## src/rtl/lynx_ram_pkg.sv

```systemverilog
// lynx_ram_pkg: shared types and defaults for the Lynx SDRAM port arbiter.
package lynx_ram_pkg;
    localparam int RAM_AW = 23;
    localparam int TIMEOUT_DEF = 255;
    typedef enum logic [1:0] {IDLE, ISSUE, WAIT, DONE} state_e;
    typedef struct packed {
        logic [RAM_AW-1:0] addr;
        logic [7:0]        data;
    } dl_req_t;
endpackage

```

## src/rtl/lynx_dl_fifo.sv

```systemverilog
// lynx_dl_fifo: small synchronous FIFO of download requests; push and pop may coincide when full.
module lynx_dl_fifo
    import lynx_ram_pkg::*;
#(
    parameter int DEPTH = 4
) (
    input  logic    clock,
    input  logic    reset,
    input  logic    push,
    input  logic    pop,
    input  dl_req_t din,
    output dl_req_t dout,
    output logic    full,
    output logic    empty
);
    localparam int PW = $clog2(DEPTH);
    dl_req_t mem [DEPTH];
    logic [PW:0] wp, rp;
    logic do_push, do_pop;
    // pointers carry an extra wrap bit so full and empty are distinguishable
    assign empty   = wp == rp;
    assign full    = (wp[PW] != rp[PW]) && (wp[PW-1:0] == rp[PW-1:0]);
    assign do_pop  = pop && !empty;
    assign do_push = push && (!full || do_pop);
    assign dout    = mem[rp[PW-1:0]];
    always_ff @(posedge clock) begin
        if (do_push) mem[wp[PW-1:0]] <= din;
    end
    always_ff @(posedge clock or posedge reset) begin
        if (reset) begin
            wp <= '0;
            rp <= '0;
        end else begin
            if (do_push) wp <= wp + 1'b1;
            if (do_pop) rp <= rp + 1'b1;
        end
    end
endmodule

```

## src/rtl/lynx_ram_arbiter.sv

```systemverilog
// lynx_ram_arbiter: shares one 8-bit SDRAM port between the download stream and the CPU,
// one access outstanding at a time.
module lynx_ram_arbiter
    import lynx_ram_pkg::*;
#(
    parameter int             AW         = RAM_AW,
    parameter int             FIFO_DEPTH = 4,
    parameter logic [AW-1:0]  DL_BASE    = '0,
    parameter int             TIMEOUT    = TIMEOUT_DEF
) (
    input  logic          clock,
    input  logic          reset,
    input  logic          dl_active,
    input  logic          dl_wr,
    input  logic [24:0]   dl_addr,
    input  logic [7:0]    dl_data,
    output logic          dl_busy,
    output logic          dl_ovf,
    input  logic          cpu_rd,
    input  logic          cpu_wr,
    input  logic [AW-1:0] cpu_addr,
    input  logic [7:0]    cpu_din,
    output logic [7:0]    cpu_dout,
    output logic          cpu_ack,
    output logic [AW-1:0] sdram_addr,
    output logic [7:0]    sdram_din,
    output logic          sdram_rd,
    output logic          sdram_we,
    input  logic [7:0]    sdram_dout,
    input  logic          sdram_ready,
    output logic          tmo_err
);
    state_e state, nxt;
    dl_req_t fifo_in, fifo_out;
    logic full, empty, cpu_req, grant_fifo, grant_cpu;
    logic cur_we, cur_cpu, prefer_cpu, dl_q;
    logic [AW-1:0] cur_addr;
    logic [7:0] cur_din, dout_q, cnt;
    logic unused_addr_bits;
    assign unused_addr_bits = ^dl_addr[24:AW];
    assign fifo_in = '{addr: RAM_AW'(dl_addr[AW-1:0] + DL_BASE), data: dl_data};
    assign cpu_req = cpu_rd | cpu_wr;
    // an active download always beats the CPU; otherwise alternate
    assign grant_fifo = state == IDLE && !empty && (dl_active || !prefer_cpu || !cpu_req);
    assign grant_cpu  = state == IDLE && cpu_req && !grant_fifo;

    lynx_dl_fifo #(.DEPTH(FIFO_DEPTH)) u_fifo (
        .clock(clock),
        .reset(reset),
        .push (dl_wr),
        .pop  (grant_fifo),
        .din  (fifo_in),
        .dout (fifo_out),
        .full (full),
        .empty(empty)
    );

    always_comb begin
        nxt        = state;
        sdram_rd   = state == ISSUE && !cur_we;
        sdram_we   = state == ISSUE && cur_we;
        cpu_ack    = state == DONE && cur_cpu;
        sdram_addr = cur_addr;
        sdram_din  = cur_din;
        cpu_dout   = dout_q;
        dl_busy    = dl_active || !empty || (state != IDLE && !cur_cpu);
        unique case (state)
            IDLE:    nxt = (grant_fifo || grant_cpu) ? ISSUE : IDLE;
            ISSUE:   nxt = WAIT;
            WAIT:    nxt = sdram_ready ? DONE : (cnt == 8'(TIMEOUT - 1)) ? IDLE : WAIT;
            default: nxt = IDLE;
        endcase
    end

    always_ff @(posedge clock or posedge reset) begin
        if (reset) begin
            state      <= IDLE;
            cur_addr   <= '0;
            cur_din    <= '0;
            cur_we     <= 1'b0;
            cur_cpu    <= 1'b0;
            prefer_cpu <= 1'b1;
            dl_q       <= 1'b0;
            dout_q     <= '0;
            cnt        <= '0;
            dl_ovf     <= 1'b0;
            tmo_err    <= 1'b0;
        end else begin
            state <= nxt;
            dl_q  <= dl_active;
            cnt   <= (state == WAIT) ? cnt + 8'd1 : 8'd0;
            if (grant_fifo || grant_cpu) begin
                cur_cpu    <= grant_cpu;
                cur_we     <= grant_fifo || cpu_wr;
                cur_addr   <= grant_fifo ? AW'(fifo_out.addr) : cpu_addr;
                cur_din    <= grant_fifo ? fifo_out.data : cpu_din;
                prefer_cpu <= grant_fifo;
            end
            if (state == WAIT && sdram_ready && cur_cpu) dout_q <= sdram_dout;
            if (state == WAIT && !sdram_ready && cnt == 8'(TIMEOUT - 1)) tmo_err <= 1'b1;
            if (dl_active && !dl_q) dl_ovf <= 1'b0;
            if (dl_wr && full && !grant_fifo) dl_ovf <= 1'b1;
        end
    end
endmodule

```

## config.mk

```make
export PLATFORM = sky130hd
export DESIGN_NAME = lynx_ram_arbiter
export DESIGN_NICKNAME = d
export VERILOG_FILES = /design/src/rtl/lynx_ram_pkg.sv /design/src/rtl/lynx_dl_fifo.sv /design/src/rtl/lynx_ram_arbiter.sv
export SDC_FILE = /design/constraint.sdc
export NUM_CORES = 1
export LEC_CHECK = 0
export CAP_MARGIN = 20
export CORE_ASPECT_RATIO = 0.5
export CORE_MARGIN = 4
export CORE_UTILIZATION = 55
export CTS_CLUSTER_SIZE = 12
export DETAILED_ROUTE_END_ITERATION = 8
export PLACE_DENSITY_LB_ADDON = 0.05
export SLEW_MARGIN = 25
export SYNTH_ARGS = -nofsm -noshare
export SYNTH_HDL_FRONTEND = slang
export SYNTH_HIERARCHICAL = 1
export SYNTH_SLANG_ARGS = --single-unit
```

## constraint.sdc

```tcl
create_clock -name clock -period 7.5 [get_ports clock]
set_input_delay 1.5 -clock clock [delete_from_list [all_inputs] [get_ports clock]]
set_output_delay 1.5 -clock clock [all_outputs]
set_load 0.03 [all_outputs]
```

==> flow_metrics.env <==
export IMPL_avgRoutedWirePerCell_um=21.30
export IMPL_grt_max_degree=40
export IMPL_die_h_um=90.13
export IMPL_final_cell_area_um2=9340
export IMPL_drtIter0Drc=301
export IMPL_hold_violations=0
export IMPL_rows=29
export IMPL_reg2reg_from="u_fifo/rp[1]"
export IMPL_period_share_pct=61.22
export IMPL_drive_gt1_share_pct=23.18
export IMPL_cp_required_ns=6.00
export IMPL_p_per_area_nw_per_um2=422.8
export IMPL_rsz0062_at_grt="no"
export IMPL_die_x_um=172.3
export IMPL_syn_inst=397
export IMPL_fmax_mhz=217.8
export IMPL_grt_pass1_wl_um=23270
export IMPL_worst_pin_slew_ns=0.9437
export IMPL_hold_buffers=0
export IMPL_yosysUniqueCellTypes=47
export IMPL_synth_seq_cells=185
export IMPL_cts_max_path_buffers=2
export IMPL_totalPowerFinal_w=0.003949
export IMPL_yosys_warnings=6
export IMPL_setup_worst_path_start="u_fifo/rp[1]"
export IMPL_track_usage_pct=19.83
export IMPL_numPortBuffers=121
export IMPL_synth_edf_count=124
export IMPL_slew_violations=0
export IMPL_clockRootBuffer="clkbuf_16"
export IMPL_hp_start="tmo_err"
export IMPL_htree_num_levels=4
export IMPL_fin_crit_ns=4.591
export IMPL_leakagePower_nw=3.366
export IMPL_dr_pass1_iters=4
export IMPL_drt_total_wl_um=15010
export IMPL_finalClockSkew_ns=0.01154
export IMPL_grt_pass1_vias=4228
export IMPL_area_delta_synth_final_pct=25.89
export IMPL_nNetsFinal=608
export IMPL_syn_nets=483
export IMPL_synth_area_um2=7420
export IMPL_cp_max_fo=34
export IMPL_synthFlopType="edfxtp_1"
export IMPL_gp_congestion=0.7303
export IMPL_core_area_um2=12920
export IMPL_hp_class="register to register"
export IMPL_viasPerCell=5.889
export IMPL_setup_viol=0
export IMPL_tritoncts="built"
export IMPL_startpoint_type="register"
export IMPL_ys_async_sr_fraction_pct=32.97
export IMPL_die_area_um2=15530
export IMPL_path_clk_slew_ns=0.07
export IMPL_clock_sinks=185
export IMPL_vdd_drop_max_mv=0.2005
export IMPL_overflow=0
export IMPL_maxSlewHeadroom_pct=37.09
export IMPL_drcViolationCount=0
export IMPL_status="completed"
export IMPL_end_kind="primary output"
export IMPL_dpl_cell_area_um2=8760
export IMPL_instances_no_fill=705
export IMPL_crit_type="register to primary output"
export IMPL_drv_cap=0
export IMPL_setup_tns_ns=0
export IMPL_antenna_cells=0
export IMPL_synth_area_per_cell_um2=18.69
export IMPL_dp_cells=673
export IMPL_postCtsSetupBuffers=0
export IMPL_cts_made_buffers=17
export IMPL_start_util_pct=57.44
export IMPL_vias=4152
export IMPL_cts_resized_gates=0
export IMPL_clock_latency_ns=0.42
export IMPL_pin_count=124
export IMPL_antenna_found_initial=0
export IMPL_final_antenna_net_count=0
export IMPL_hpwl_um=9352
export IMPL_critPathArrivalTime_ns=3.09
export IMPL_seq_area_frac_synth_pct=70.78
[routing by layer]
metal	global-route usage (%)	share of wire, %	vias up
li1	-	-	1847
met1	28.07	45	2170
met2	31.20	48	127
met3	5.478	6.5	8
met4	4.513	0.48	0
met5	0	0	-
[cells by family (layout without fill, tap and decap cells)]
family	count (synthesis)	count (layout)	share of synthesized area (%)
flip-flops	185	185	70.78
AO/OA/AOI/OAI	83	83	10.24
multiplexers	41	41	10.93
AND/OR/NAND/NOR	39	39	2.901
buffers and inverters	31	169	2.327
XOR/XNOR	11	11	1.653
adder cells (fa/ha/maj)	7	7	1.180
[cell usage after synthesis (all sizes together) (2+ instances only)]
cell    number  area share (%)
or3          3            0.25
nor2b        2            0.20
ha           7             1.2
and3         4            0.34
xnor2        6            0.71
xor2         5            0.94
nor2        10            0.54
mux4        31             9.4
inv         10            0.51
mux2        10             1.5
clkbuf      12            0.76
nand3        5            0.34
a21boi      31             3.1
o21ai        7            0.47
a21oi        4            0.27
nand2        5            0.25
o41ai        2            0.44
a21o         2            0.22
nand2b       2            0.17
dfrtp       60              20
nor3         2            0.13
a221o       32             4.8
edfxtp     124              50
buf          9             1.1
[area by class of cell]
cell class | count | area, µm²
clock buffers | 18 | 429.2
inverters | 10 | 37.54
well taps | 170 | 212.7
repair buffers | 127 | 1256
clock inverters | 14 | 151.4
multi-input cells | 181 | 1999
flip-flops and latches | 185 | 5254
fillers | 843 | 3577
[path summary, 6_finish.rpt]
path	slack, ns	cells after the start	endpoint
max in group asynchronous	5.08	3	prefer_cpu
min reg2reg	0.46	1	tmo_err
max	2.91	4	dl_busy
min	0.46	1	tmo_err
min in group asynchronous	1.45	2	u_fifo/rp[2]
max reg2reg	4.05	5	u_fifo/mem[2][28]
[critical path, stage by stage, from the launching register on]
cell	delay, ns
dfrtp_2	0.99
xor2_4	0.22
nor3_1	0.64
o211ai_1	0.18
clkdlybuf4s50_1	0.63
[registers in the layout, indices dropped and copies added (netlist names)]
name	cells
u_fifo/mem	124
sdram_addr	23
cnt	8
cpu_dout	8
sdram_din	8
u_fifo/rp	3
u_fifo/wp	3
state	2
cur_cpu	1
cur_we	1
dl_ovf	1
dl_q	1
prefer_cpu	1
tmo_err	1
[through the flow]
stage                     utilization [%]  setup slack (ns)  hold WS [ns]
after CTS                           72.31             2.849        0.4598
after detailed placement            67.81             3.112        0.4437
after global routing                72.31             2.681        0.4735
final                               72.31             2.909        0.4573
after floorplan                         -             3.656        0.4419
after global placement              67.81             3.136        0.4428
[cells in the final DEF, fill, tap and decap left out, types with 4 or more instances in the layout]
master	Yosys	final
mux2_2	8	8
edfxtp_1	124	124
ha_1	7	7
a21oi_1	4	4
xnor2_1	6	6
inv_8	0	4
nand2_1	5	5
clkdlybuf4s50_1	0	121
dfrtp_1	60	58
mux4_2	31	31
clkbuf_16	0	17
nand3_1	5	5
o21ai_0	7	7
nor2_1	9	9
inv_6	0	6
a221o_2	29	29
inv_1	10	9
a21boi_0	31	31
buf_4	1	6
[power breakdown]
group	switching, W	internal, W
logic	0.000799	0.000705
clock network	0.000417	0.000448
registers	0.000166	0.00141
Note: power is estimated with default switching activity, not from simulation.
